==> src/rtl/axi_lite_sram_ctrl.sv <==
// AXI4-Lite slave bridging single-beat reads/writes onto a 1K x 32 synchronous SRAM.
// Partial-strobe writes use read-modify-write; one transaction outstanding at a time.
module axi_lite_sram_ctrl #(
  parameter logic [31:0] BASE_ADDR = 32'h0000_0000
) (
  input  logic        clk,
  input  logic        rst,
  input  logic [31:0] s_axi_awaddr,
  input  logic        s_axi_awvalid,
  output logic        s_axi_awready,
  input  logic [31:0] s_axi_wdata,
  input  logic [3:0]  s_axi_wstrb,
  input  logic        s_axi_wvalid,
  output logic        s_axi_wready,
  output logic [1:0]  s_axi_bresp,
  output logic        s_axi_bvalid,
  input  logic        s_axi_bready,
  input  logic [31:0] s_axi_araddr,
  input  logic        s_axi_arvalid,
  output logic        s_axi_arready,
  output logic [31:0] s_axi_rdata,
  output logic [1:0]  s_axi_rresp,
  output logic        s_axi_rvalid,
  input  logic        s_axi_rready,
  output logic [9:0]  sram_addr,
  output logic [31:0] sram_din,
  input  logic [31:0] sram_dout,
  output logic        sram_we
);

  typedef enum logic [2:0] {
    IDLE, RD_ACC, RD_CAP, RD_RESP, WR_RD, WR_MRG, WR_DO, WR_RESP
  } state_t;

  state_t      state;
  logic        prio_rd;
  logic        rst_settle;
  logic        sram_we_q;
  logic [31:0] wdata_q;
  logic [3:0]  wstrb_q;

  logic        idle_ok, rd_req, wr_req, grant_rd, grant_wr, ar_hit, aw_hit;
  logic [31:0] merged;
  logic        unused_addr_lsbs;

  assign unused_addr_lsbs = ^{s_axi_awaddr[1:0], s_axi_araddr[1:0]};

  always_comb begin
    rd_req   = s_axi_arvalid;
    wr_req   = s_axi_awvalid & s_axi_wvalid;
    idle_ok  = (state == IDLE) & ~rst_settle & ~rst;
    grant_rd = idle_ok & rd_req & (~wr_req | prio_rd);
    grant_wr = idle_ok & wr_req & (~rd_req | ~prio_rd);
    ar_hit   = (s_axi_araddr[31:12] == BASE_ADDR[31:12]);
    aw_hit   = (s_axi_awaddr[31:12] == BASE_ADDR[31:12]);
  end

  always_comb begin
    merged = sram_dout;
    for (int unsigned b = 0; b < 4; b++) begin
      if (wstrb_q[b]) merged[8*b +: 8] = wdata_q[8*b +: 8];
    end
  end

  assign s_axi_arready = grant_rd;
  assign s_axi_awready = grant_wr;
  assign s_axi_wready  = grant_wr;

  // Reset forces a read cycle immediately, even if the registered strobe was low in WR_DO.
  assign sram_we = sram_we_q | rst;

  always_ff @(posedge clk) begin
    if (rst) begin
      state        <= IDLE;
      prio_rd      <= 1'b1;
      rst_settle   <= 1'b1;
      sram_we_q    <= 1'b1;
      sram_addr    <= '0;
      sram_din     <= '0;
      wdata_q      <= '0;
      wstrb_q      <= '0;
      s_axi_bvalid <= 1'b0;
      s_axi_bresp  <= '0;
      s_axi_rvalid <= 1'b0;
      s_axi_rresp  <= '0;
      s_axi_rdata  <= '0;
    end else begin
      rst_settle <= 1'b0;
      case (state)
        IDLE: begin
          if (grant_rd) begin
            prio_rd <= 1'b0;
            if (ar_hit) begin
              sram_addr <= s_axi_araddr[11:2];
              state     <= RD_ACC;
            end else begin
              s_axi_rdata  <= '0;
              s_axi_rresp  <= 2'b10;
              s_axi_rvalid <= 1'b1;
              state        <= RD_RESP;
            end
          end else if (grant_wr) begin
            prio_rd <= 1'b1;
            wdata_q <= s_axi_wdata;
            wstrb_q <= s_axi_wstrb;
            if (!aw_hit) begin
              s_axi_bresp  <= 2'b10;
              s_axi_bvalid <= 1'b1;
              state        <= WR_RESP;
            end else if (s_axi_wstrb == 4'h0) begin
              s_axi_bresp  <= 2'b00;
              s_axi_bvalid <= 1'b1;
              state        <= WR_RESP;
            end else if (s_axi_wstrb == 4'hF) begin
              sram_addr <= s_axi_awaddr[11:2];
              sram_din  <= s_axi_wdata;
              sram_we_q <= 1'b0;
              state     <= WR_DO;
            end else begin
              sram_addr <= s_axi_awaddr[11:2];
              state     <= WR_RD;
            end
          end
        end
        RD_ACC: state <= RD_CAP;
        RD_CAP: begin
          s_axi_rdata  <= sram_dout;
          s_axi_rresp  <= 2'b00;
          s_axi_rvalid <= 1'b1;
          state        <= RD_RESP;
        end
        RD_RESP: begin
          if (s_axi_rready) begin
            s_axi_rvalid <= 1'b0;
            state        <= IDLE;
          end
        end
        WR_RD: state <= WR_MRG;
        WR_MRG: begin
          sram_din  <= merged;
          sram_we_q <= 1'b0;
          state     <= WR_DO;
        end
        WR_DO: begin
          sram_we_q    <= 1'b1;
          s_axi_bresp  <= 2'b00;
          s_axi_bvalid <= 1'b1;
          state        <= WR_RESP;
        end
        WR_RESP: begin
          if (s_axi_bready) begin
            s_axi_bvalid <= 1'b0;
            state        <= IDLE;
          end
        end
        default: state <= IDLE;
      endcase
    end
  end

endmodule

==> config.mk <==
export PLATFORM = sky130hd
export DESIGN_NAME = axi_lite_sram_ctrl
export DESIGN_NICKNAME = d
export VERILOG_FILES = /design/src/rtl/axi_lite_sram_ctrl.sv
export SDC_FILE = /design/constraint.sdc
export NUM_CORES = 1
export LEC_CHECK = 0
export CAP_MARGIN = 20
export CORE_AREA = 2 2 117 119
export CTS_CLUSTER_DIAMETER = 60
export DETAILED_ROUTE_END_ITERATION = 8
export DIE_AREA = 0 0 119 121
export GPL_TIMING_DRIVEN = 0
export PLACE_DENSITY = 0.8
export SETUP_SLACK_MARGIN = 0.02
export SLEW_MARGIN = 10
export SYNTH_ARGS = -nofsm -noshare
export SYNTH_HDL_FRONTEND = slang
export SYNTH_SLANG_ARGS = --single-unit
export TNS_END_PERCENT = 5
==> constraint.sdc <==
create_clock -name clk -period 2.73 [get_ports clk]
set_input_delay 0.546 -clock clk [delete_from_list [all_inputs] [get_ports clk]]
set_output_delay 0.546 -clock clk [all_outputs]
set_load 0.05 [all_outputs]
**Word level (Yosys, flattened, before mapping)**

Cells that the tools add are included.

- $add $sub $neg: 0
- Magnitude comparators: 0
- Shift operators: 0
- Reduce and logical (&&, ||, !) cells: 22
- Div/mod/pow operators: 0
- Multiply operators: 0
- Mux-type cells: 54
- Bitwise gates (word level): 16
- Eq/ne operators: 21

Operator list:

| cell | number |
|---|---|
| $mux W32 | 7 |
| $pmux W32 S2 | 2 |
| $mux W10 | 5 |
| $logic_not A20 Y1 | 2 |
| $mux W8 | 4 |
| $pmux W3 S8 | 1 |
| $mux W2 | 10 |
| $ne A2 B2 Y1 const B | 9 |
| $mux W1 | 16 |
| $eq A3 B3 Y1 const B | 4 |
| $mux W3 | 4 |
| $reduce_and A6 Y1 | 2 |
| $reduce_and A5 Y1 | 2 |
| $reduce_bool A2 Y1 | 5 |
| $pmux W1 S3 | 3 |
| $reduce_and A3 Y1 | 3 |
| $reduce_bool A3 Y1 | 3 |
| $pmux W2 S2 | 2 |
| $reduce_and A4 Y1 | 2 |
| $and A1 B1 Y1 | 7 |
| $eq A3 B2 Y1 const B | 2 |
| $not A1 Y1 | 6 |
| $eq A4 B4 Y1 const B | 1 |
| $logic_not A4 Y1 | 1 |
| 7 further kinds | 10 |

- Memories kept: 0
- Bits in latches: 0
- Output and inout bits: 84
- Flip-flop bits (word level): 122
- Bits in read-only memories: 0
- Logic and storage cells: 126
- Input port bits: 139
- RAM bits: 0

**Depth between registers and ports, before layout**

Gate-level depths: netlist (run 1).

- Depth in word-level cells: 8
- Mapped depth: 9

**Least setup slack after synthesis (run 1)**

OpenSTA, ideal clock, no wires.

- Path kind: input to output
- Start: input port rst
- End: output port s_axi_wready
- Arrival time: 2,142 ps
- Cell stages on the path: 6
- Data required time: 2,184 ps
- Slack: 42 ps
- Path through: buf_2 and4bb_2 nand3_1 inv_1 clkbuf_1 buf_4

- Word-level cells in the longest chain between the ends: 4

Ends and longest elaborated chain:

| element | RTL line | RTL |
|---|---|---|
| start: declaration | 7 | `input logic rst,` |
| $not A1 Y1 | 51 | `idle_ok = (state == IDLE) & ~rst_settle & ~rst;` |
| $and A1 B1 Y1 | 51 |  |
| $and A1 B1 Y1 (2 in a row) | 53 | `grant_wr = idle_ok & wr_req & (~rd_req \| ~prio_rd);` |
| end: declaration | 14 | `output logic s_axi_wready,` |

Every way passes these cells.

**Final worst setup path (run 1)**

Same ends and word-level chain as after synthesis.

==> results of run 1 <==
layer usage:
layer	up-vias	global-route usage (%)	routed length, um
met2	264	43.6	8860
met5	-	0	0
met4	0	10.3	458
li1	2956	-	-
met3	32	5.55	1400
met1	2792	36.5	8560
synthesized netlist by cell type, drive strengths merged (5+ instances only):
cell	count	area (um^2)
nor2b	41	257
inv	5	18.8
o21ai	38	190
nor4	13	93.8
nand3	37	185
nand2b	33	206
nand2	138	518
clkbuf	48	184
a21oi	81	495
nor2	41	154
dfxtp	120	2400
mux2	10	113
a211oi	31	233
a211o	32	280
buf	16	105
nor3	5	30.0
critical path, cell delays in order:
cell,delay [ps]
sky130_fd_sc_hd__clkdlybuf4s50_1,420
sky130_fd_sc_hd__buf_4,180
sky130_fd_sc_hd__and4bb_2,330
sky130_fd_sc_hd__nand3_2,100
sky130_fd_sc_hd__inv_2,80
sky130_fd_sc_hd__clkbuf_8,170
sky130_fd_sc_hd__buf_4,120
sky130_fd_sc_hd__buf_6,140
worst max path at each step:
| stage | end | slack (ps) | cells after the start |
|---|---|---|---|
| 2_1_floorplan | s_axi_wready | 40 | 6 |
| 3_3_place_gp | s_axi_wready | -950 | 8 |
| 3_5_place_dp | s_axi_wready | -940 | 8 |
| 4_1_cts | s_axi_wready | -2 | 8 |
| 5_1_grt | s_axi_wready | -2 | 8 |
| 6_report | s_axi_wready | 90 | 8 |
timing repair:
item / in CTS / in global routing
pin swaps: 0 / 2
endpoints found under the setup margin: 16 / 37
setup buffers: 0 / 2
resized for setup: 32 / 16
sequential cells by signal, summed over array words and instances (netlist names):
signal	count
rst_settle	1
s_axi_rdata	32
prio_rd	1
sram_addr	10
s_axi_rvalid	1
wdata_q	32
sram_we_q	1
sram_din	32
s_axi_bresp	1
s_axi_rresp	1
wstrb_q	4
s_axi_bvalid	1
state	3
layout make-up:
type | count | share of cell area, %
flip-flops and latches | 120 | 27.5
well taps | 176 | 2.53
multi-input cells | 527 | 34.3
inverters | 5 | 0.215
clock buffers | 24 | 5.75
clock inverters | 8 | 1.06
plain buffers | 64 | 3.63
repair buffers | 219 | 24.9
power by group through the flow:
stage               Sequential (mW)  Combinational [mW]  Clock, mW
finish                         1.98                1.48       2.24
global placement               2.01                1.44          0
global route                   1.99                1.57       2.34
floorplan                      2.38               0.468          0
detailed placement             2.01                1.45          0
CTS                            1.98                1.47       2.26
through the flow:
stage                     setup TNS (ps)  cells  worst slack [ps]  cell area, um^2  utilization [%]
after floorplan                        0    716              42.0             5680                -
after global placement            -26590   1108              -949             8060             61.6
after detailed placement          -29060   1109              -940             8070             61.6
after CTS                          -1.56   1141             -1.56             8670             66.3
after global routing               -2.11   1143             -2.11             8720             66.6
final                                  0   1143              88.5             8720             66.6
logic make-up (layout without fill, tap and decap cells):
kind of cell	Yosys count	after routing	share of synthesized area, %
and+or+nand+nor	316	316	26.6
AOI/OAI and AO/OA	197	197	23.3
DFF	120	120	42.3
buffers and inverters	69	320	5.42
muxes	12	12	2.34
other	1	2	0.0661
==> impl_metrics.yaml, run 1 <==
cts:
  clk_pin_slew_ps: 50
  cts_max_level: 4
  cts_tree: "yes"
  insertion_delay_ps: 420
  max_root_sink_buffers: 2
  postCtsHoldBufs: 0
  numClockSinks: 120
  cts_made_buffers: 17
  clockRootBuffer: "sky130_fd_sc_hd__clkbuf_16"
power:
  power.share.switching_pct: 31.4
  net-switching-power_mw: 1.79
  share_seq_of_total_power_pct: 34.7
  vdd_ir_drop_max_uv: 484
  total_power_mw: 5.70
  pwr-share-comb_pct: 25.9
  internal_power_mw: 3.91
  power_frac_clock_pct: 39.4
  static-leakage-power_nw: 2.99
  power_per_cell_area_nw_per_um2: 653
layout:
  layout.cells.most_common: "sky130_fd_sc_hd__clkdlybuf4s50_1"
  most-common-layout-cells: "sky130_fd_sc_hd__clkdlybuf4s50_1, sky130_fd_sc_hd__nand2_1, sky130_fd_sc_hd__dfxtp_1"
  antenna_cells_inserted: 0
  area.growth.synth_to_final_pct: 53.7
  storage_cell_area_um2: 2400
  nFillCells: 1090
  design.final.nets: 1093
  multi_input_comb_area_um2: 3000
  share_of_layout_cells_above_drive_strength_1_pct: 10.7
sta:
  finalHoldViolations: 0
  fin_hold_ws_ps: 453
  worst_clock_skew_ps: 7.07
  max_slew.worst_pin.slew_ps: 788
  final-max-slew-violation-count: 0
  report.final.setup_viol: 0
  max_slew_margin_pct: 47.5
  post_layout_min_period_ps: 2640
  grt_setup_unrepaired: "true"
  achievable-frequency_mhz: 379
  period_utilization_pct: 96.8
grt:
  global_route.usage.total_pct: 27.3
  grt_first_pass_wirelength_um: 30700
  pin_count_of_the_biggest_net_entering_global_routing: 17
  first_global_vias: 5867
  grt.overflow.total: 0
  grt_antenna_before_repair: 0
setup_path:
  critPathRequiredTime_ps: 2180
  cp-end-kind: "primary output"
  source_of_the_worst_register_to_register_timing_path: "state[0]"
  cp_startpoint: "rst"
  worst-setup-path-type: "input pin to primary output"
  reg2reg_depth: 8
  critPathMaxFanout: 11
  reg2reg_capture_point: "s_axi_rdata[11]"
  critical_path_arrival_ps: 2100
  r2r_slack_ps: 380
  critPathLaunchType: "input pin"
logic_synthesis:
  postSynthCellCount: 715
  synth-warning-count: 0
  synth_area_per_cell_um2: 7.94
  yosysSeqAreaShare_pct: 42.3
  synth-async-reset-ratio_pct: 0
  netlist_area_pre_place_um2: 5670
  synth-seq-cells: 120
  synth_enable_flop_cells: 0
  yosys.cell_types.count: 46
  synth_ff_type: "sky130_fd_sc_hd__dfxtp_1"
drt:
  post_drt_wl_per_cell_um: 16.9
  wl_um: 19300
  route.detailed.vias_per_inst: 5.29
  detailedRoute.firstIterationViolations: 426
  antenna_violating_nets_post_route: 0
  detail_route.drc_violations: 0
  route.vias.total: 6044
  detail_route.first_pass.iterations: 5
min_path:
  worstHoldPathType: "flip-flop to flip-flop"
  number_of_cells_on_the_worst_hold_path: 2
  timing.hold.worst_endpoint: "wdata_q[27]"
  hold_path.startpoint: "wdata_q[27]"
place:
  routability_driven_placement_congestion_ratio: 0.924
  post-dp-hpwl_um: 14100
  number_of_port_buffers: 216
die:
  io_pins: 223
  die-width_um: 119
  placement_row_count: 42
  core_region_area_um2: 13100
  die_y_um: 121
  initial_utilization_pct: 43.4
  design.die.area_um2: 14400
outcome:
  outcome: "complete, no violations"
run:
  max_cap_viol_count: 0
Note: power is estimated with default switching activity, not from simulation.
==> inputs of run 2 (changes only) <==
CORE_AREA = 4 4 119 121   (was 2 2 117 119)
DIE_AREA = 0 0 123 125   (was 0 0 119 121)
==> impl_metrics.yaml, run 2 (synthesized netlist as in run 1, its figures left out) <==
setup_path:
  critPathMaxFanout: 10
  cp-end-kind: "flip-flop"
  crit_path_cell_trace: "clkdlybuf4s50_1 > nor4_1 > nand3_1 > or4_1 > buf_6 > buf_6 > clkbuf_1 > nand3_1 > a21oi_2"
  critPathRequiredTime_ps: 3000
  critical-path-max-stage-delay_ps: 620
  worst_path_max_delay_cell: "sky130_fd_sc_hd__or4_1"
  worst-path-buf-inv: 4
  crit_family: "simple AND/OR/NAND/NOR gates"
  critical_path_arrival_ps: 2950
  critPathLaunchType: "input pin"
  worst-setup-path-type: "input pin to flip-flop"
sta:
  post_layout_min_period_ps: 2680
  report.final.setup_viol: 0
  fin_hold_ws_ps: 454
  grt_setup_unrepaired: "true"
  final-max-slew-violation-count: 0
  max_slew_margin_pct: 43.0
  max_slew.worst_pin.slew_ps: 855
  finalHoldViolations: 0
  worst_clock_skew_ps: 6.00
  achievable-frequency_mhz: 374
  period_utilization_pct: 98.0
  finalSetupTns_ps: 0
grt:
  grtUsageMet1_pct: 33.7
  first_global_vias: 5697
  grt_antenna_before_repair: 0
  pin_count_of_the_biggest_net_entering_global_routing: 17
  grt_first_pass_wirelength_um: 30200
  global_route.usage.met3_pct: 5.51
  global_route.usage.total_pct: 24.8
  grt-busiest-layer: "met2"
  grt.overflow.total: 0
  gr-usage-met2_pct: 39.0
min_path:
  worstHoldPathType: "flip-flop to flip-flop"
drt:
  post_drt_wl_per_cell_um: 17.0
  detail_route.drc_violations: 0
  detailedRoute.firstIterationViolations: 439
  route.vias.total: 5924
  wl_um: 19500
  antenna_violating_nets_post_route: 0
  detail_route.first_pass.iterations: 5
  route.detailed.vias_per_inst: 5.18
cts:
  postCtsHoldBufs: 0
  clk_pin_slew_ps: 60
  numClockSinks: 120
  cts_tree: "yes"
  cts_max_level: 4
  max_root_sink_buffers: 2
  clockRootBuffer: "sky130_fd_sc_hd__clkbuf_16"
  insertion_delay_ps: 420
  cts_made_buffers: 17
layout:
  biggestRegsByFlops: "s_axi_rdata: 32 flops, sram_din: 32 flops, wdata_q: 32 flops"
  design.final.nets: 1093
  layout.cells.most_common: "sky130_fd_sc_hd__clkdlybuf4s50_1"
  final-instance-count-excl-fill: 1143
  share_of_layout_cells_above_drive_strength_1_pct: 10.3
  area.growth.synth_to_final_pct: 55.1
  antenna_cells_inserted: 0
  most-common-layout-cells: "sky130_fd_sc_hd__clkdlybuf4s50_1, sky130_fd_sc_hd__nand2_1, sky130_fd_sc_hd__dfxtp_1"
power:
  vdd_ir_drop_max_uv: 440
  share_seq_of_total_power_pct: 32.7
  pwr-share-comb_pct: 24.4
  net-switching-power_mw: 1.80
  static-leakage-power_nw: 3.03
  power_frac_clock_pct: 42.9
  power_per_cell_area_nw_per_um2: 686
  power.share.switching_pct: 29.9
  internal_power_mw: 4.24
die:
  core_region_area_um2: 13100
  die_y_um: 125
  initial_utilization_pct: 43.4
  io_pins: 223
  design.die.area_um2: 15400
  die-width_um: 123
  placement_row_count: 42
place:
  number_of_port_buffers: 216
  routability_driven_placement_congestion_ratio: 0.892
  numPlacedInstances: 1109
  post-dp-hpwl_um: 14300
run:
  max_cap_viol_count: 0
outcome:
  outcome: "complete, no violations"
-- run 2: cell count changes in the layout (fill, tap and decap cells not counted), sizes merged --
cell    change
buf         +2
bufinv      +4
clkbuf      -6
-- run 2: worst min-delay path: cells and delay by family (launching register included) --
| family | cells | cell delay, ps |
|---|---|---|
| AOI/OAI and AO/OA | 1 | 50 |
| DFF | 1 | 300 |
| and+or+nand+nor | 1 | 50 |
-- run 2: repair_timing --
| item | in CTS | in global routing |
|---|---|---|
| resized for setup | 32 | 9 |
| setup buffers | 0 | 2 |
| cloned | 0 | 0 |
| setup endpoints to repair | 4 | 61 |
| pin swaps | 0 | 2 |
-- run 2: layer usage --
metal	up-vias	wire, um
met1	2748	8770
li1	2959	-
met5	-	0
met4	0	434
met3	30	1270
met2	187	8990
-- run 2: area by class of cell --
cell class	instances	area [um^2]
fillers	1114	4280
multi-input cells	527	2980
flip-flops and latches	120	2400
repair buffers	219	2170
clock buffers	20	467
plain buffers	64	319
clock inverters	12	220
well taps	176	220
inverters	5	18.8
-- run 2: power groups by stage --
stage	combinational, mW	clock [mW]	sequential, mW
after global routing	1.57	2.68	1.99
after floorplan	0.468	0	2.38
after detailed placement	1.45	0	2.00
after global placement	1.44	0	2.00
final	1.47	2.59	1.97
after CTS	1.47	2.62	1.97
-- run 2: path summary, 6_finish.rpt --
| check | from | endpoint | slack [ps] | depth (start not counted) |
|---|---|---|---|---|
| min | wdata_q[1] | wdata_q[1] | 450 | 2 |
| max | s_axi_awaddr[26] | sram_din[26] | 50 | 9 |
| max reg2reg | state[0] | s_axi_rdata[10] | 350 | 8 |
| min reg2reg | wdata_q[1] | wdata_q[1] | 450 | 2 |
-- run 2: per-stage QoR --
| step | utilization, % | area (um^2) | power, mW | worst slack (ps) |
|---|---|---|---|---|
| after floorplan | - | 5680 | 2.85 | 42.0 |
| after global placement | 61.6 | 8060 | 3.45 | -922 |
| after detailed placement | 61.6 | 8070 | 3.46 | -960 |
| after CTS | 67.0 | 8760 | 6.06 | 22.7 |
| after global routing | 67.3 | 8800 | 6.25 | 0.216 |
| final | 67.3 | 8800 | 6.04 | 54.5 |
